### src/rtl/sap_bus_pkg.sv
// Shared definitions for the SAP bus hub: source indices, default widths
// and the occupancy-counter width helper.
package sap_bus_pkg;

   // Fixed driver slots on the shared bus; lower index wins arbitration.
   localparam int SRC_REG   = 0;
   localparam int SRC_MEM   = 1;
   localparam int SRC_ALU   = 2;
   localparam int SRC_FLAGS = 3;

   localparam int DEF_BUS_W = 16;
   localparam int DEF_OUT_W = 8;

   // Bits needed to hold an occupancy value from 0 up to and including depth.
   function automatic int cnt_w(input int depth);
      return $clog2(depth + 1);
   endfunction

endpackage

### src/rtl/bus_io_hub_disp_fifo.sv
// First-word-fall-through display FIFO with a sticky overflow flag.
// A push while full is only taken when the head is popped in the same cycle.
module disp_fifo
   import sap_bus_pkg::*;
#(
   parameter int OUT_W = DEF_OUT_W,
   parameter int DEPTH = 4
)(
   input  logic                      clk,
   input  logic                      rst,
   input  logic                      err_clr,
   input  logic                      wr_en,
   input  logic [OUT_W-1:0]          wr_data,
   output logic                      full,
   output logic [cnt_w(DEPTH)-1:0]   count,
   output logic                      ovf,
   output logic [OUT_W-1:0]          rd_data,
   output logic                      rd_valid,
   input  logic                      rd_ready
);

   localparam int CNT_W = cnt_w(DEPTH);
   localparam int PTR_W = (DEPTH > 1) ? $clog2(DEPTH) : 1;

   logic [OUT_W-1:0] mem [DEPTH];
   logic [PTR_W-1:0] wr_ptr;
   logic [PTR_W-1:0] rd_ptr;
   logic [CNT_W-1:0] count_q;
   logic             ovf_q;
   logic             push;
   logic             pop;
   logic             drop;

   assign full     = (count_q == CNT_W'(DEPTH));
   assign rd_valid = (count_q != '0);
   assign pop      = rd_valid & rd_ready;
   assign push     = wr_en & (~full | pop);
   assign drop     = wr_en & full & ~pop;
   assign count    = count_q;
   assign ovf      = ovf_q;
   // Head is read straight from storage; it only changes on a pop or on a
   // write into the head slot, so it stays stable while the FIFO is empty.
   assign rd_data  = mem[rd_ptr];

   // Storage write; data is never reset, only the control around it.
   always_ff @(posedge clk) begin
      if (push) mem[wr_ptr] <= wr_data;
   end

   // Pointers and occupancy; pointers wrap explicitly so DEPTH need not be a power of two.
   always_ff @(posedge clk or posedge rst) begin
      if (rst) begin
         wr_ptr  <= '0;
         rd_ptr  <= '0;
         count_q <= '0;
      end else begin
         if (push) wr_ptr <= (wr_ptr == PTR_W'(DEPTH - 1)) ? '0 : wr_ptr + 1'b1;
         if (pop)  rd_ptr <= (rd_ptr == PTR_W'(DEPTH - 1)) ? '0 : rd_ptr + 1'b1;
         count_q <= count_q + CNT_W'(push) - CNT_W'(pop);
      end
   end

   // Sticky overflow: a dropped push sets it, err_clr clears it, set wins.
   always_ff @(posedge clk or posedge rst) begin
      if (rst)          ovf_q <= 1'b0;
      else if (drop)    ovf_q <= 1'b1;
      else if (err_clr) ovf_q <= 1'b0;
   end

endmodule

### src/rtl/bus_io_hub.sv
// Bus/IO hub: fixed-priority merge of the datapath drivers onto one bus,
// contention detection with a sticky error, optional idle-value hold, and
// the display FIFO towards the external pins.
module bus_io_hub
   import sap_bus_pkg::*;
#(
   parameter int NUM_SRC   = 4,
   parameter int BUS_W     = DEF_BUS_W,
   parameter int OUT_W     = DEF_OUT_W,
   parameter int DEPTH     = 4,
   parameter int HOLD_MODE = 0
)(
   input  logic                       clk,
   input  logic                       rst,
   input  logic [NUM_SRC-1:0]         src_oe,
   input  logic [NUM_SRC*BUS_W-1:0]   src_data,
   output logic [BUS_W-1:0]           bus,
   output logic                       bus_driven,
   output logic                       contention,
   input  logic                       err_clr,
   output logic                       bus_err,
   input  logic                       disp_we,
   input  logic [OUT_W-1:0]           disp_data,
   output logic                       disp_full,
   output logic [cnt_w(DEPTH)-1:0]    disp_count,
   output logic                       disp_ovf,
   output logic [OUT_W-1:0]           out_data,
   output logic                       out_valid,
   input  logic                       out_ready
);

   logic [BUS_W-1:0] sel_data;
   logic [BUS_W-1:0] idle_val;
   logic             bus_err_q;

   // Priority select: scan from the lowest-priority source up so index 0 ends up winning.
   always_comb begin
      sel_data = '0;
      for (int i = NUM_SRC - 1; i >= 0; i--) begin
         if (src_oe[i]) sel_data = src_data[i*BUS_W +: BUS_W];
      end
   end

   assign bus_driven = |src_oe;
   assign contention = ($countones(src_oe) > 1);
   assign bus        = bus_driven ? sel_data : idle_val;
   assign bus_err    = bus_err_q;

   generate
      if (HOLD_MODE == 1) begin : g_hold
         logic [BUS_W-1:0] hold_reg;
         // Remember the last driven value so an idle bus keeps presenting it.
         always_ff @(posedge clk or posedge rst) begin
            if (rst)             hold_reg <= '0;
            else if (bus_driven) hold_reg <= sel_data;
         end
         assign idle_val = hold_reg;
      end else begin : g_no_hold
         assign idle_val = '0;
      end
   endgenerate

   // Sticky contention flag: any contended edge sets it, err_clr clears it, set wins.
   always_ff @(posedge clk or posedge rst) begin
      if (rst)             bus_err_q <= 1'b0;
      else if (contention) bus_err_q <= 1'b1;
      else if (err_clr)    bus_err_q <= 1'b0;
   end

   disp_fifo #(
      .OUT_W (OUT_W),
      .DEPTH (DEPTH)
   ) u_disp_fifo (
      .clk      (clk),
      .rst      (rst),
      .err_clr  (err_clr),
      .wr_en    (disp_we),
      .wr_data  (disp_data),
      .full     (disp_full),
      .count    (disp_count),
      .ovf      (disp_ovf),
      .rd_data  (out_data),
      .rd_valid (out_valid),
      .rd_ready (out_ready)
   );

endmodule

### config.mk
export PLATFORM = sky130hd
export DESIGN_NAME = bus_io_hub
export DESIGN_NICKNAME = d
export VERILOG_FILES = /design/src/rtl/sap_bus_pkg.sv /design/src/rtl/bus_io_hub_disp_fifo.sv /design/src/rtl/bus_io_hub.sv
export SDC_FILE = /design/constraint.sdc
export NUM_CORES = 1
export LEC_CHECK = 0
export ABC_AREA = 1
export BUFFER_PORTS_ARGS = -buffer_cell sky130_fd_sc_hd__buf_2
export CAP_MARGIN = 20
export CORE_MARGIN = 5
export CORE_UTILIZATION = 50
export CTS_CLUSTER_SIZE = 24
export DETAILED_ROUTE_END_ITERATION = 6
export PLACE_DENSITY_LB_ADDON = 0.08
export SYNTH_ARGS = -nofsm -noshare
export SYNTH_HDL_FRONTEND = slang
export SYNTH_SLANG_ARGS = --single-unit
### constraint.sdc
create_clock -name clk -period 4.8 [get_ports clk]
set_clock_uncertainty 0.2 [all_clocks]
set_input_delay 0.48 -clock clk [delete_from_list [all_inputs] [get_ports clk]]
set_output_delay 0.48 -clock clk [all_outputs]
set_load 0.01 [all_outputs]
Word-level counts from Yosys, hierarchy flattened
Memories as Yosys holds them, arrays and structs flattened.
Index checks and enable logic that the tools add are counted.

word-level totals
  register bits = 9
  memory bits (writable) = 32
  input bits = 81
  output and inout bits = 33
  word-level logic and storage cells = 40
  memories = 1

operators by class
  $add $sub $neg = 7
  order comparisons = 1
  equal/unequal tests = 3
  mux-type cells = 12
  bitwise gates (word level) = 7
  reductions and logical operators = 4

memory list
  name             words  width  read ports  clocked after Yosys merged registers in  write ports  RTL line                    source
  u_disp_fifo.mem  4      8      1           0                                        1            bus_io_hub_disp_fifo.sv:25  logic [OUT_W-1:0] mem [DEPTH];

operator list
  operator             count
  $mux 16              5
  $mux 1               5
  $add 1x1->2          2
  $add 2x1->2 const B  2
  $and 1x1->1          4
  $eq 2x2->1 const B   2
  $mux 2               2
  $reduce_bool 2->1    2
  $reduce_or 4->1      1
  $add 2x2->3          1
  $add 3x1->3          1
  $eq 3x3->1 const B   1
  $gt 3x1->1 const B   1
  $reduce_bool 3->1    1
  $sub 3x1->3          1
  $not 1->1            2
  $or 1x1->1           1

Depth between registers and ports, before layout
  depth after elaboration = 6
  mapped depth = 9
  depth with buffers taken out = 9

By module
Synthesis repeated with hierarchy kept, for this count alone.

second synthesis, totals
  cell total of the unflattened synthesis = 309
  area, all modules = 2678.8 µm²

by module, submodules not included
  module      times used  cells an instance  area each (µm²)  seq. area each (µm²)
  disp_fifo   1           156                1819.2           1161.1
  bus_io_hub  1           153                859.6            25.0

Worst setup path after synthesis
OpenSTA, ideal clock, no wires.

  path type = input to output
  from = in src_oe[0]
  to = out contention
  arrival time = 1.586 ns
  data required time = 4.120 ns
  path slack = 2.534 ns
  stages on the path = 6
  path through = buf_2 -> inv_2 -> buf_6 -> fa_1 -> o21a_1 -> inv_1

between the ends
  word-level cells in the longest chain between the ends = 3

RTL lines
  item                               RTL line          source
  from (decl)                        bus_io_hub.sv:15  input logic [NUM_SRC-1:0] src_oe,
  $add 1x1->2 (implied by the code)  bus_io_hub.sv:45  assign contention = ($countones(src_oe) > 1);
  $add 2x2->3 (implied by the code)  bus_io_hub.sv:45
  $gt 3x1->1                         bus_io_hub.sv:45
  to (decl)                          bus_io_hub.sv:19  output logic contention,

No other way between the ends.

Final worst setup path
  from = in src_oe[0]
  to = out bus[4]

between the ends
  word-level cells in the longest chain between the ends = 2
  elaborated cells on any way between the ends = 3
  classes of those cells = mux (2); reduce/logical (1)

RTL lines
  item                                        RTL line                            source
  $reduce_or 4->1 or $mux 16 (tied branches)  bus_io_hub.sv:44, bus_io_hub.sv:40
  $mux 16 (*)                                 bus_io_hub.sv:46                    assign bus = bus_driven ? sel_data : idle_val;
  to (decl)                                   bus_io_hub.sv:17                    output logic [BUS_W-1:0] bus,

Mark *: on every way between the ends. The rest lies on a longest branch, timed or not.

==> out/results.env <==
DRTPASS1ITERATIONS=4
MAX_SLEW_VIOLATIONS=0
GLOBALROUTETOTALUTIL=0.1869
CRIT_PATH_TOP_DELAY_CELL='sky130_fd_sc_hd__ha_1'
INITIAL_ANTENNA_VIOLATION_COUNT=0
CTS-ROOT-BUF='sky130_fd_sc_hd__clkbuf_8'
SYN-NUM-NETS=390
PWR_DENSITY_CELL_mW_PER_MM2=411.7
POSTSYNTHCELLCOUNT=299
POST-SYNTH-TOP-COUNT-CELL='sky130_fd_sc_hd__nand2_1'
PORT_BUFFERS=113
YOSYSUNIQUECELLTYPES=26
POSTSYNTH.ASYNCRESETSHARE=0.2195
POSTSYNTHREGISTERBITS=41
CLK_PIN_SLEW_WORST_PATHS_NS=0.07
WORST-ENDPOINT-ARRIVAL_NS=1.94
RUN_STATUS='complete, no violations'
SYNTH_TOP_AREA_SHARE=0.3745
DP.FINAL_HPWL_MM=4.705
DETAIL_ROUTE.WIRELENGTH_MM=6.183
START_UTIL=0.5089
WORST_PATH_MAX_STAGE_DELAY_NS=0.29
FINAL_LAYOUT_SIZE_SUFFIX_GT1_FRAC=0.3589
ROUTE.DETAILED.WL_PER_INST_UM=13.04
CRITICAL_PATH.TOP_DELAY_FAMILY='buffers and inverters'
FINALSETUPVIOLATIONS=0
CPMOSTUSEDCELL='sky130_fd_sc_hd__buf_2'
MAX_SLEW.WORST_PIN.SLEW_NS=0.8019
ROUTE.DETAILED.VIAS_PER_INST=4.840
MIN_PATH_TYPE='in2reg'
CTS_HTREE_LEVELS=2
TOP_FF_CELL_SYNTH='sky130_fd_sc_hd__edfxtp_1'
POSTCTSRESIZEDCELLS=0
STARTPOINT_TYPE_OF_THE_WORST_SETUP_PATH='input pin'
IR_WORST_VDD_mV=0.3130
CRITICAL_PATH.CELL_CHAIN='buf_2 > inv_2 > ha_1 > nand3_4 > o21ai_0 > a21oi_1 > buf_2'
CRITPATHMAXFANOUT=18
SETUP_TNS_NS=0
NETSWITCHINGFRACTION=0.3702
NET-SWITCHING-POWER_mW=0.4854
FINALCRITPERIODSHARE=0.5457
SLEW_HEADROOM=0.4634
SEQUENTIAL_POWER_SHARE=0.410
CHIPHEIGHT_UM=81.64
GRT_SETUP_UNREPAIRED='no'
CTS_TREE='done'
ANTENNADIODECOUNT=0
GRT_REMAINING_OVERFLOW=0
ROUTE.VIAS.TOTAL=2294
PRECTSSETUPSLACK_NS=2.202
SYNTH_AREA_PER_CELL_SQ_UM=8.583
POWER.SHARE.CLOCK=0.196
NET_COUNT_FINAL=495
CRITICAL_PATH.ENDPOINT_TYPE='output port'
COMB_POWER_SHARE=0.394
TIMING_WORST_SETUP_PATH_TYPE='in2out'
POST_SYNTH_EDFFS=32
CTSLONGESTPATHBUFFERS=2
SYNTH_AREA_LEADERS='sky130_fd_sc_hd__edfxtp_1 (37%), sky130_fd_sc_hd__nand2_1 (8.9%), sky130_fd_sc_hd__dfrtp_1 (8.8%)'
CTS-BUFFERS-INSERTED=5
NUMBER_OF_BUFFERS_ADDED_TO_FIX_HOLD_VIOLATIONS_AFTER_CTS=1
DESIGN.CORE.AREA_SQ_MM=0.005042
POST_SYNTH_MOST_FREQUENT_CELLS='sky130_fd_sc_hd__nand2_1 (61), sky130_fd_sc_hd__inv_1 (36), sky130_fd_sc_hd__edfxtp_1 (32), sky130_fd_sc_hd__nor2_1 (30), sky130_fd_sc_hd__o21ai_0 (30)'
CELLLEAKAGEPOWER_nW=1.562
POST_CTS_BUFFERS=0
DRC_VIOLATION_TOTAL_AFTER_THE_FIRST_TRITONROUTE_ITERATION=62
SYNTH_AREA_SQ_MM=0.002566
DESIGN_AREA_SQ_MM=0.003184
AREAGROWTHSYNTHTOFINISH_PCT=24.09
MAXCAPVIOLCOUNT=0
TIMING.FINAL.HOLD_VIOLATIONS=0
GRT_MAX_DEGREE=21
GP_CONGESTION=0.8187
NUM_ROWS=26
MAX_FREQ_GHz=0.3818
WORST-PATH-BUF-INV=3
POST_LAYOUT_MIN_PERIOD_NS=2.619
FINAL_CRITICAL_PATH_SETUP_SLACK_NS=2.181
CLKLATENCYLATEPIN_NS=0.29
DIE_WIDTH_UM=81.64
PIN_COUNT=114
ANTENNA_VIOLATING_NETS_POST_ROUTE=0
DESIGN.DIE.AREA_SQ_MM=0.006665
DPL_CELL_AREA_SQ_MM=0.003070
SYNTH_SEQ_AREA_SHARE=0.4622
CTS_NUM_SINKS=41
INTERNAL_POWER_COMPONENT_mW=0.8256
NUMBER_OF_GLOBAL_ROUTE_VIAS_BEFORE_REPAIR=2073
YOSYS.AREA.TOP_TYPE='sky130_fd_sc_hd__edfxtp_1'
CRITPATHREQUIREDTIME_NS=4.12
YS.WARNINGS.COUNT=0
GRT_FIRST_PASS_WIRELENGTH_MM=9.501
DRCVIOLATIONCOUNT=0
-- power groups by stage --
stage	Combinational, mW	Clock (mW)	Sequential [mW]
final	0.516	0.257	0.538
after global placement	0.505	0	0.542
after CTS	0.527	0.264	0.537
after global routing	0.597	0.285	0.548
after floorplan	0.372	0	0.521
after detailed placement	0.523	0	0.545
-- cells by family after synthesis --
group	Yosys count	synth area share
XOR/XNOR	1	0.003414
buffers and inverters	57	0.1199
adder cells (fa/ha/maj)	10	0.05461
flip-flops	41	0.4622
AND/OR/NAND/NOR	114	0.1838
AO/OA/AOI/OAI	76	0.1760
-- metal layers --
metal / wire [um] / track usage
met5: 0 / 0
met3: 644 / 0.05044
met4: 70 / 0.05980
met1: 2363 / 0.2108
met2: 3104 / 0.3412
-- metrics by stage --
step / hold slack [ns] / utilization / total power [mW] / std cells
6_report: 0.1929 / 0.6315 / 1.311 / 474
5_1_grt: 0.1838 / 0.6315 / 1.430 / 474
4_1_cts: 0.1820 / 0.6315 / 1.328 / 474
3_5_place_dp: 0.2636 / 0.6089 / 1.068 / 466
3_3_place_gp: 0.2616 / 0.6089 / 1.048 / 466
2_1_floorplan: 0.1079 / - / 0.8927 / 299
-- path summary, 6_finish.rpt --
kind,slack [ns],cells after the start,from,to
setup / recovery,2.18,7,src_oe[0],bus[4]
hold / removal,0.19,2,err_clr,u_disp_fifo.ovf
hold reg to reg,0.34,2,u_disp_fifo.wr_ptr[1],u_disp_fifo.wr_ptr[1]
max in group asynchronous,3.65,3,rst,u_disp_fifo.rd_ptr[0]
setup reg to reg,2.59,9,u_disp_fifo.count[1],u_disp_fifo.count[2]
min in group asynchronous,0.49,3,rst,u_disp_fifo.rd_ptr[1]
-- cells in the final DEF, fill, tap and decap left out --
cell / Yosys / layout
sky130_fd_sc_hd__clkinv_2: 0 / 1
sky130_fd_sc_hd__nand2_1: 61 / 61
sky130_fd_sc_hd__o22ai_1: 1 / 1
sky130_fd_sc_hd__edfxtp_1: 32 / 32
sky130_fd_sc_hd__dfrtp_1: 9 / 9
sky130_fd_sc_hd__nand3_1: 19 / 19
sky130_fd_sc_hd__inv_1: 36 / 36
sky130_fd_sc_hd__o21ai_1: 3 / 3
sky130_fd_sc_hd__o21ai_2: 9 / 9
sky130_fd_sc_hd__nand2_2: 1 / 1
sky130_fd_sc_hd__nor2_1: 30 / 30
sky130_fd_sc_hd__nor3_1: 1 / 1
sky130_fd_sc_hd__buf_2: 4 / 113
sky130_fd_sc_hd__o21a_1: 1 / 1
sky130_fd_sc_hd__o21ai_0: 30 / 30
sky130_fd_sc_hd__ha_1: 8 / 8
sky130_fd_sc_hd__dlygate4sd3_1: 0 / 1
sky130_fd_sc_hd__bufinv_16: 0 / 1
sky130_fd_sc_hd__a21oi_2: 9 / 9
sky130_fd_sc_hd__inv_2: 4 / 4
sky130_fd_sc_hd__fa_1: 2 / 2
sky130_fd_sc_hd__inv_6: 1 / 1
sky130_fd_sc_hd__nand3_4: 1 / 1
sky130_fd_sc_hd__a21oi_1: 23 / 23
sky130_fd_sc_hd__clkbuf_8: 0 / 5
sky130_fd_sc_hd__or2_0: 1 / 1
sky130_fd_sc_hd__xor2_1: 1 / 1
-- state kept, by name, indices dropped and copies added (netlist names) --
name                flops
u_disp_fifo.count       3
u_disp_fifo.mem        32
u_disp_fifo.ovf         1
u_disp_fifo.rd_ptr      2
bus_err                 1
u_disp_fifo.wr_ptr      2
-- cell type report --
class                      count  area, sq um
inverter                      41        158.9
tap                           70        87.58
multi-input combinational    201         1072
clock inverter                 2        35.03
sequential                    41         1186
timing repair buffer         114        575.6
fill                         460         1858
clock buffer                   5        68.82
No activity file was read; power rests on OpenSTA's default activity.
